===== src/rtl/ncl_seq_pkg.sv =====
// Shared types and dual-rail helpers for the NCL adder sequencer.
package ncl_seq_pkg;

  typedef enum logic [2:0] {
    IDLE,
    W_DATA,
    W_NULL,
    OUT,
    ERR
  } state_t;

  // Dual-rail code as {rail1, rail0}
  localparam logic [1:0] DR_NULL  = 2'b00;
  localparam logic [1:0] DR_DATA0 = 2'b01;
  localparam logic [1:0] DR_DATA1 = 2'b10;

  function automatic logic [1:0] dr_encode(input logic b);
    return b ? DR_DATA1 : DR_DATA0;
  endfunction

  function automatic logic dr_decode(input logic [1:0] r);
    return r[1];
  endfunction

endpackage


===== src/rtl/ncl_sync2.sv =====
// Two-flop synchronizer bank for asynchronous status bits.
module ncl_sync2 #(
  parameter int unsigned WIDTH = 1
) (
  input  logic             clk,
  input  logic             rst,
  input  logic [WIDTH-1:0] d,
  output logic [WIDTH-1:0] q
);

  logic [WIDTH-1:0] meta;

  always_ff @(posedge clk or posedge rst) begin
    if (rst) begin
      meta <= '0;
      q    <= '0;
    end else begin
      meta <= d;
      q    <= meta;
    end
  end

endmodule


===== src/rtl/ncl_add_sequencer.sv =====
// Clocked sequencer for a dual-rail NCL ripple adder: DATA wavefront, capture,
// NULL wavefront, result handshake, with timeout and illegal-code detection.
module ncl_add_sequencer
  import ncl_seq_pkg::*;
#(
  parameter int unsigned WIDTH   = 8,
  parameter int unsigned TIMEOUT = 255
) (
  input  logic             clk,
  input  logic             init,
  input  logic             in_valid,
  output logic             in_ready,
  input  logic [WIDTH-1:0] a_in,
  input  logic [WIDTH-1:0] b_in,
  input  logic             cin_in,
  output logic [WIDTH-1:0] ncl_a0,
  output logic [WIDTH-1:0] ncl_a1,
  output logic [WIDTH-1:0] ncl_b0,
  output logic [WIDTH-1:0] ncl_b1,
  output logic [1:0]       ncl_cin,
  input  logic             ncl_ackin,
  input  logic [WIDTH-1:0] ncl_sum0,
  input  logic [WIDTH-1:0] ncl_sum1,
  input  logic [1:0]       ncl_cout,
  output logic             ncl_sumcomp,
  output logic             out_valid,
  input  logic             out_ready,
  output logic [WIDTH-1:0] sum_out,
  output logic             cout_out,
  output logic             err
);

  localparam int unsigned CW = (TIMEOUT < 2) ? 1 : $clog2(TIMEOUT + 1);

  state_t state, state_n;

  logic [CW-1:0]    cnt, cnt_n;
  logic [WIDTH-1:0] a0_n, a1_n, b0_n, b1_n, sum_n;
  logic [1:0]       cin_n;
  logic             sumcomp_n, in_ready_n, out_valid_n, cout_n, err_n;

  // Raw result decode on the asynchronous rails
  logic cmp_c, nul_c, ill_c;
  logic ack_s, cmp_s, nul_s, ill_s;

  always_comb begin
    cmp_c = (&(ncl_sum0 ^ ncl_sum1)) & (ncl_cout[0] ^ ncl_cout[1]);
    nul_c = ~|{ncl_sum0, ncl_sum1, ncl_cout};
    ill_c = (|(ncl_sum0 & ncl_sum1)) | (&ncl_cout);
  end

  ncl_sync2 #(.WIDTH(4)) u_sync (
    .clk (clk),
    .rst (init),
    .d   ({ill_c, nul_c, cmp_c, ncl_ackin}),
    .q   ({ill_s, nul_s, cmp_s, ack_s})
  );

  always_ff @(posedge clk or posedge init) begin
    if (init) begin
      state       <= IDLE;
      cnt         <= '0;
      ncl_a0      <= '0;
      ncl_a1      <= '0;
      ncl_b0      <= '0;
      ncl_b1      <= '0;
      ncl_cin     <= DR_NULL;
      ncl_sumcomp <= 1'b0;
      in_ready    <= 1'b0;
      out_valid   <= 1'b0;
      sum_out     <= '0;
      cout_out    <= 1'b0;
      err         <= 1'b0;
    end else begin
      state       <= state_n;
      cnt         <= cnt_n;
      ncl_a0      <= a0_n;
      ncl_a1      <= a1_n;
      ncl_b0      <= b0_n;
      ncl_b1      <= b1_n;
      ncl_cin     <= cin_n;
      ncl_sumcomp <= sumcomp_n;
      in_ready    <= in_ready_n;
      out_valid   <= out_valid_n;
      sum_out     <= sum_n;
      cout_out    <= cout_n;
      err         <= err_n;
    end
  end

  always_comb begin
    state_n     = state;
    cnt_n       = cnt;
    a0_n        = ncl_a0;
    a1_n        = ncl_a1;
    b0_n        = ncl_b0;
    b1_n        = ncl_b1;
    cin_n       = ncl_cin;
    sumcomp_n   = ncl_sumcomp;
    in_ready_n  = 1'b0;
    out_valid_n = out_valid;
    sum_n       = sum_out;
    cout_n      = cout_out;
    err_n       = err;

    unique case (state)
      IDLE: begin
        in_ready_n = 1'b1;
        if (in_valid && in_ready) begin
          for (int i = 0; i < int'(WIDTH); i++) begin
            {a1_n[i], a0_n[i]} = dr_encode(a_in[i]);
            {b1_n[i], b0_n[i]} = dr_encode(b_in[i]);
          end
          cin_n      = dr_encode(cin_in);
          in_ready_n = 1'b0;
          cnt_n      = '0;
          state_n    = W_DATA;
        end
      end
      W_DATA: begin
        cnt_n = cnt + CW'(1);
        if (ill_s) begin
          state_n = ERR;
        end else if (ack_s && cmp_s) begin
          for (int i = 0; i < int'(WIDTH); i++) begin
            sum_n[i] = dr_decode({ncl_sum1[i], ncl_sum0[i]});
          end
          cout_n    = dr_decode(ncl_cout);
          sumcomp_n = 1'b1;
          a0_n      = '0;
          a1_n      = '0;
          b0_n      = '0;
          b1_n      = '0;
          cin_n     = DR_NULL;
          cnt_n     = '0;
          state_n   = W_NULL;
        end else if (cnt == CW'(TIMEOUT)) begin
          state_n = ERR;
        end
      end
      W_NULL: begin
        cnt_n = cnt + CW'(1);
        if (ill_s) begin
          state_n = ERR;
        end else if (!ack_s && nul_s) begin
          sumcomp_n   = 1'b0;
          out_valid_n = 1'b1;
          state_n     = OUT;
        end else if (cnt == CW'(TIMEOUT)) begin
          state_n = ERR;
        end
      end
      OUT: begin
        if (ill_s) begin
          state_n = ERR;
        end else if (out_valid && out_ready) begin
          out_valid_n = 1'b0;
          in_ready_n  = 1'b1;
          state_n     = IDLE;
        end
      end
      ERR: begin
        state_n = ERR;
      end
      default: begin
        state_n = ERR;
      end
    endcase

    // Error entry parks the adder in NULL and holds off the host
    if (state_n == ERR) begin
      a0_n        = '0;
      a1_n        = '0;
      b0_n        = '0;
      b1_n        = '0;
      cin_n       = DR_NULL;
      sumcomp_n   = 1'b0;
      in_ready_n  = 1'b0;
      out_valid_n = 1'b0;
      cnt_n       = '0;
      err_n       = 1'b1;
    end
  end

endmodule


===== config.mk =====
export PLATFORM = sky130hd
export DESIGN_NAME = ncl_add_sequencer
export DESIGN_NICKNAME = d
export VERILOG_FILES = /design/src/rtl/ncl_seq_pkg.sv /design/src/rtl/ncl_sync2.sv /design/src/rtl/ncl_add_sequencer.sv
export SDC_FILE = /design/constraint.sdc
export NUM_CORES = 1
export LEC_CHECK = 0
export CORE_MARGIN = 5
export CORE_UTILIZATION = 52
export DETAILED_ROUTE_END_ITERATION = 12
export HOLD_SLACK_MARGIN = 0.05
export PLACE_DENSITY = 0.85
export SLEW_MARGIN = 25
export SYNTH_ARGS = -nofsm -noshare
export SYNTH_HDL_FRONTEND = slang
export SYNTH_HIERARCHICAL = 1
export SYNTH_SLANG_ARGS = --single-unit

===== constraint.sdc =====
create_clock -name clk -period 3 [get_ports clk]
set_input_delay 0.45 -clock clk [delete_from_list [all_inputs] [get_ports clk]]
set_output_delay 0.45 -clock clk [all_outputs]
set_load 0.01 [all_outputs]

Yosys cells after proc, flatten, opt, wreduce, memory -nomap -nowiden --
Index checks and enable logic that the tools add are counted.
Word-level totals: register bits 66, latch bits 0, memory bits (writable) 0, ROM bits 0, input bits 40, output and inout port bits 47, word-level logic and storage cells 121, memories kept 0
Operators by class: add/subtract/negate cells 1, $mul 0, div/mod/pow operators 0, order comparisons 0, equal/unequal tests 12, shift operators 0, muxes and demuxes 67, bitwise gates (word level) 6, reduce and logical (&&, ||, !) cells 20
Operators by type and width (number):
- $mux W8 | 14
- $pmux W8 S2 | 4
- $mux W2 | 21
- $mux W3 | 8
- $pmux W8 S3 | 1
- $ne A3 B3 Y1 const B | 7
- $reduce_or A18 Y1 | 1
- $mux W1 | 14
- $pmux W3 S4 | 1
- $reduce_and A5 Y1 | 2
- $reduce_bool A3 Y1 | 3
- $add A8 B1 Y8 const B | 1
- $and A8 B8 Y8 | 1
- $eq A8 B8 Y1 const B | 1
- $reduce_and A8 Y1 | 1
- $reduce_or A8 Y1 | 1
- $xor A8 B8 Y8 | 1
- $eq A3 B2 Y1 const B | 2
- $pmux W1 S2 | 3
- $logic_and A1 B1 Y1 | 4
- $pmux W2 S2 | 1
- $reduce_and A2 Y1 | 2
- $reduce_and A4 Y1 | 1
- $reduce_bool A4 Y1 | 1
- 9 further kinds | 10

Longest topological paths before layout --
Gate-level depths: netlist of run 1.
depth after elaboration 8, depth in mapped cells 9

Hierarchy --
Netlist of run 1, hierarchy kept.
By module, submodules not included:
- ncl_add_sequencer | instances 1, cells each 268, area an instance 2965.3 um^2
- ncl_sync2 | instances 1, cells each 9, area an instance 203.9 um^2

Worst setup path before layout of run 1 --
Ideal clock, no wire load.
path kind reg2reg, start reg cnt[0], end reg ncl_a0[0], data arrival time 1873 ps, setup slack 1001 ps, cell stages (with the launch flop) 9, buffers on the path 2, period minus slack after synthesis 1999 ps, cell sequence dfrtp_1 -> ha_1 -> nand4_1 -> or3_1 -> buf_2 -> nor2_1 -> o41a_4 -> buf_6 -> mux2_4
Between the ends: cells in the longest elaborated chain, start to end 8, elaborated cells between the ends (all ways) 14
RTL lines:
- start, declared | RTL line ncl_add_sequencer.sv:37 | logic [CW-1:0] cnt, cnt_n;
- start signal, assigned | RTL line ncl_add_sequencer.sv:76 | cnt <= cnt_n;
- $eq A8 B8 Y1 (*) | RTL line ncl_add_sequencer.sv:137, ncl_add_sequencer.sv:149
- $mux W3 (*) | RTL line ncl_add_sequencer.sv:137, ncl_add_sequencer.sv:149
- $mux W3, on equally long branches | RTL line ncl_add_sequencer.sv:145, ncl_add_sequencer.sv:124
- $mux W3, on equally long branches | RTL line ncl_add_sequencer.sv:143, ncl_add_sequencer.sv:122
- $pmux W3 S4 (*) | RTL line ncl_add_sequencer.sv:106 | unique case (state)
- $eq A3 B3 Y1 (*) | RTL line ncl_add_sequencer.sv:171 | if (state_n == ERR) begin
- $ne A3 B3 Y1 (no line) or $reduce_bool A3 Y1 (tied branches)
- $reduce_and A4 Y1 (no line)
- end signal, assigned | RTL line ncl_add_sequencer.sv:77 | ncl_a0 <= a0_n;
- end, declared | RTL line ncl_add_sequencer.sv:16 | output logic [WIDTH-1:0] ncl_a0,
Mark *: on every way between the ends. The rest lies on a longest branch, timed or not. A chain may end at the register's enable or synchronous reset.

Worst setup path after layout of run 1 --
start reg cnt[0], end reg ncl_a0[5]
Same word-level chain as after synthesis.

==> impl_metrics.tcl, run 1 <==
set metrics [dict create \
    die_x_um 88.07 \
    htreeDepth 3 \
    cp_data_arrival_time_ps 2690 \
    globalRouteOverflowTotal 0 \
    diodes 0 \
    ctsHoldBuffers 0 \
    critical_path.endpoint "ncl_a0[5]" \
    min_period_ps 2472 \
    insertion_delay_ps 330 \
    slew-limit-headroom 0.5636 \
    wl_per_cell_um 15.86 \
    endpoint_kind "flip-flop" \
    cts_made_buffers 9 \
    synth_area_sq_um 3169 \
    worstMarginPinSlew_ps 654.7 \
    dp.cells 429 \
    core_sq_um 5921 \
    fill_cells 414 \
    cts_resized 0 \
    drtIter0Drc 96 \
    yosysSeqAreaShare 0.5211 \
    nNetsFinal 416 \
    start_kind "flip-flop" \
    drive_gt1_frac 0.1324 \
    whs_ps 349.2 \
    layout_commonest_cell "clkdlybuf4s50_1" \
    setup_tns_ps 0 \
    start_util 0.5353 \
    numPortBuffers 86 \
    total_leakage_power_nw 2.016 \
    first_global_vias 2454 \
    power.total_mw 1.880 \
    dpl.hpwl_mm 5.170 \
    path_clk_slew_ps 70 \
    finish.utilization 0.7204 \
    p_per_area_nw_per_um2 440.8 \
    fin_skew_ps 9.236 \
    synth.yosys.warnings 6 \
    critPathRequiredTime_ps 3210 \
    hold_violations 0 \
    grt_max_degree 39 \
    r2r_slack_ps 530 \
    syn_area_per_cell_sq_um 11.44 \
    fmax_mhz 404.5 \
    status "finished, final reports clean" \
    setup_viol 0 \
    final_cell_area_sq_um 4265 \
    synthDistinctLibCells 42 \
    layout_common_cells "86 x clkdlybuf4s50_1, 66 x dfrtp_1, 32 x nor2_1" \
    path_class "flip-flop to flip-flop" \
    drtPass1Iterations 4 \
    rows 28 \
    maxCapViolations 0 \
    grt_pass1_wl_mm 11.88 \
    ioPinCount 87 \
    hold_class "flip-flop to flip-flop" \
    place_area_sq_um 4068 \
    drc 0 \
    via_per_inst 5.166 \
    clk_path_buf_depth 2 \
    drtAntennaViolNets 0 \
    synth_nets 328 \
    rr_endpoint "ncl_a0[5]" \
    antenna_found_initial 0 \
    ys_seq_elements 66 \
    die-area_sq_um 7756 \
    vias 2299 \
    post-route-period-util 0.8242 \
    cp_max_fo 38 \
    rsz0062_at_grt "no" \
    synth_cells 277 \
    cts_sinks 66 \
    gp_congestion 0.8793 \
    area_growth_pct 34.58 \
    finalNonFillerCells 445 \
    synthFlopType "dfrtp_1" \
    post-place-ws_ps 560.4 \
    floorplan.die.height_um 88.07 \
    slew_viol_final 0 \
    vdd_drop_max_uv 386.1 \
    r2r_cells 6 \
    r2r-start "cnt[0]" \
    cts_setup_buffers 0 \
    wirelength_mm 7.057 \
    synth_enable_flop_cells 0 \
    cts_root_buf "clkbuf_8" \
    startpoint "cnt[0]" \
    async_reset_ff_frac 1.000 \
    fin_ws_ps 527.5 \
    grt_usage 0.1998 \
    cts_tree "done" \
]
final cells by class:
cell class | count | area, sq um | area share
Timing Repair Buffer | 89 | 883.3 | 0.2071
Clock buffer | 14 | 162.7 | 0.03813
Tap cell | 75 | 93.84 | 0.02200
Multi-Input combinational cell | 177 | 1356 | 0.3180
Inverter | 22 | 82.58 | 0.01936
Sequential cell | 66 | 1652 | 0.3872
Clock inverter | 2 | 35.03 | 0.008214
cells by family (layout without fill, tap and decap cells):
| kind of cell | Yosys count | count (layout) | share of synthesized area |
|---|---|---|---|
| flip-flops | 66 | 66 | 0.5211 |
| AND/OR/NAND/NOR | 96 | 96 | 0.1417 |
| buffers and inverters | 34 | 127 | 0.05093 |
| XOR/XNOR | 6 | 6 | 0.01658 |
| adder cells (fa/ha/maj) | 11 | 11 | 0.04343 |
| multiplexers | 43 | 43 | 0.1662 |
| AO/OA/AOI/OAI | 21 | 21 | 0.06001 |
worst max-delay path, cell delays in order (launching register included):
cell	delay, ps
dfrtp_1	390
ha_1	210
nand4_1	130
or3_1	490
nor2_1	180
o41a_4	580
mux2_4	350
layer usage:
layer	vias to the layer above	wire [um]	GRT usage
met5	-	0	0
met1	1123	2990	0.2652
met2	50	3704	0.3274
met3	8	246	0.04139
li1	1118	-	-
met4	0	116	0.07005
power by group:
group / switching (mW) / total [mW] / internal (mW) / leakage, nW
combinational: 0.0951 / 0.216 / 0.121 / 1.05
sequential: 0.0161 / 0.930 / 0.913 / 0.869
clock: 0.305 / 0.734 / 0.429 / 0.101
worst min-delay path by stage:
stage,start,to,cells after the start
floorplan,init,u_sync/meta[0],1
finish,u_sync/meta[0],u_sync/q[0],0
global placement,u_sync/meta[1],u_sync/q[1],0
CTS,u_sync/meta[0],u_sync/q[0],0
detailed placement,u_sync/meta[2],u_sync/q[2],0
global route,u_sync/meta[0],u_sync/q[0],0
synthesized netlist by cell type, types with 2 or more instances:
master	instances	area, sq um
buf_6	3	33.78
buf_2	6	30.03
nand4_1	7	43.79
mux2_4	17	255.2
nor3_1	5	25.02
mux2i_1	17	170.2
xnor2_1	3	26.28
nor3b_1	2	15.01
nand2_1	29	108.9
o21bai_1	2	15.01
nor2b_1	2	12.51
xor2_1	3	26.28
inv_1	22	82.58
dfrtp_1	66	1652
nor2_1	32	120.1
nand3_1	6	30.03
mux2_2	9	101.4
ha_1	11	137.6
nor4_1	5	31.28
o21ai_0	7	35.03
a21oi_1	2	10.01
registers in the layout, indices dropped and copies added (netlist names), 4 cells and up:
register,cells
ncl_a1,8
cnt,8
ncl_a0,8
u_sync/q,4
ncl_b0,8
ncl_b1,8
u_sync/meta,4
sum_out,8
No activity file was read; power rests on OpenSTA's default activity.
==> run 2: changes to the inputs <==
Settings changed: CORE_UTILIZATION 52 to 48, PLACE_DENSITY 0.85 to 0.8.
Clock period 3 ns to 2.4 ns, I/O delays scaled along.
==> run 2 against run 1 <==
Count of clock-buffer cells in the layout is 5 lower. Clock power is 39% higher. Design area is 1.9% higher. Sequential share of layout area is 0.74 points lower. Largest cell class unchanged. Largest power group unchanged.
==> impl_metrics.tcl, run 2 (synthesis results as in run 1) <==
set metrics [dict create \
    status "finished, final reports clean" \
    setup_viol 0 \
    cp_max_fo 13 \
    drtAntennaViolNets 0 \
    p_per_area_nw_per_um2 566.9 \
    cp_slowest_cell "or3_4" \
    floorplan.die.height_um 91.26 \
    slew-limit-headroom 0.6074 \
    hold_violations 0 \
    drtIter0Drc 64 \
    start_kind "flip-flop" \
    htreeDepth 3 \
    grt_usage 0.1889 \
    drtPass1Iterations 4 \
    cp_data_arrival_time_ps 2410 \
    endpoint_kind "flip-flop" \
    fin_skew_ps 10.74 \
    die-area_sq_um 8327 \
    slowest_delay_ps 440 \
    cts_tree "done" \
    insertion_delay_ps 350 \
    vdd_drop_max_uv 397.3 \
    grt_max_degree 58 \
    dpl.hpwl_mm 5.349 \
    antenna_found_initial 0 \
    rows 29 \
    layout_commonest_cell "clkdlybuf4s50_1" \
    numPortBuffers 86 \
    total_leakage_power_nw 2.050 \
    vias 2362 \
    drive_gt1_frac 0.1524 \
    maxCapViolations 0 \
    crit_chain "ha_1, nand4_1, or3_4, nor2_1, o41a_4, buf_4, mux2_4" \
    start_util 0.4963 \
    layout_common_cells "86 x clkdlybuf4s50_1, 66 x dfrtp_1, 32 x nor2_1" \
    drc 0 \
    diodes 0 \
    rsz0062_at_grt "no" \
    via_per_inst 5.237 \
    nNetsFinal 420 \
    min_period_ps 2174 \
    r2r_slack_ps 230 \
    fmax_mhz 459.9 \
    globalRouteOverflowTotal 0 \
    core_sq_um 6386 \
    cts_made_buffers 9 \
    die_x_um 91.26 \
    first_global_vias 2584 \
    area_growth_pct 37.19 \
    cts_sinks 66 \
    clk_path_buf_depth 2 \
    gp_congestion 0.8940 \
    rr_endpoint "ncl_b0[4]" \
    cts_root_buf "clkbuf_8" \
    critPathRequiredTime_ps 2640 \
    worstMarginPinSlew_ps 589.0 \
    slew_viol_final 0 \
    wirelength_mm 7.463 \
    path_class "flip-flop to flip-flop" \
    whs_ps 232.7 \
    cts_setup_buffers 0 \
    hold_class "input pin to asynchronous set/reset pin" \
    wl_per_cell_um 16.55 \
    ioPinCount 87 \
    r2r-start "cnt[0]" \
    grt_pass1_wl_mm 12.63 \
    ctsHoldBuffers 0 \
    post-route-period-util 0.9060 \
    r2r_cells 7 \
    path_clk_slew_ps 80 \
    setup_tns_ps 0 \
]
## run 2: power by group
| group | total [mW] | switching (mW) | internal, mW |
|---|---|---|---|
| Combinational | 0.278 | 0.122 | 0.157 |
| Sequential | 1.16 | 0.0210 | 1.14 |
| Clock | 1.02 | 0.442 | 0.582 |
## run 2: what timing repair did
| item | CTS | global route |
|---|---|---|
| setup endpoints to repair | 0 | 12 |
| resized for setup | 0 | 1 |
| endpoints found under the hold margin | 0 | 0 |
## run 2: worst max-delay path, delay by kind of cell, from the launching register on
family | cells | cell delay, ps
simple gates | 3 | 730
compound gates | 1 | 170
buf+inv | 1 | 230
fa+ha+maj | 1 | 210
mux | 1 | 320
flops | 1 | 410
## run 2: how the worst max path moves through the flow
| stage | startpoint | endpoint | slack, ps | cells past startpoint |
|---|---|---|---|---|
| after floorplan | cnt[0] | ncl_a0[0] | 400 | 8 |
| after detailed placement | cnt[0] | ncl_b0[4] | 190 | 7 |
| after CTS | cnt[0] | ncl_b0[4] | 150 | 7 |
| final | cnt[0] | ncl_b0[4] | 230 | 7 |
| after global placement | cnt[0] | ncl_b0[2] | 260 | 7 |
| after global routing | cnt[0] | ncl_b0[1] | 80 | 7 |
## run 2: cell type report
cell class / instances / area (sq um)
Clock buffer: 9 / 123.9
Clock inverter: 7 / 93.84
Fill cell: 494 / 2038
Inverter: 22 / 82.58
Multi-Input combinational cell: 177 / 1361
Sequential cell: 66 / 1652
Tap cell: 77 / 96.34
Timing Repair Buffer: 93 / 938.4
## run 2: stage by stage
stage / util / setup slack [ps] / area [sq um] / cells / total power, mW
2_1_floorplan: - / 401.4 / 3169 / 277 / 1.301
4_1_cts: 0.6801 / 149.7 / 4343 / 451 / 2.486
3_5_place_dp: 0.6460 / 185.4 / 4125 / 435 / 1.462
5_1_grt: 0.6808 / 84.53 / 4348 / 451 / 2.565
6_report: 0.6808 / 225.6 / 4348 / 451 / 2.465
3_3_place_gp: 0.6460 / 255.8 / 4125 / 435 / 1.456
## run 2: routing by layer
metal  routed length [um]  up-vias  global-route usage
met5                    0        -                   0
met4                  167        0             0.07090
met3                  373       15             0.06198
met2                 3645       68              0.2951
met1                 3277     1156              0.2452
li1                     -     1123                   -
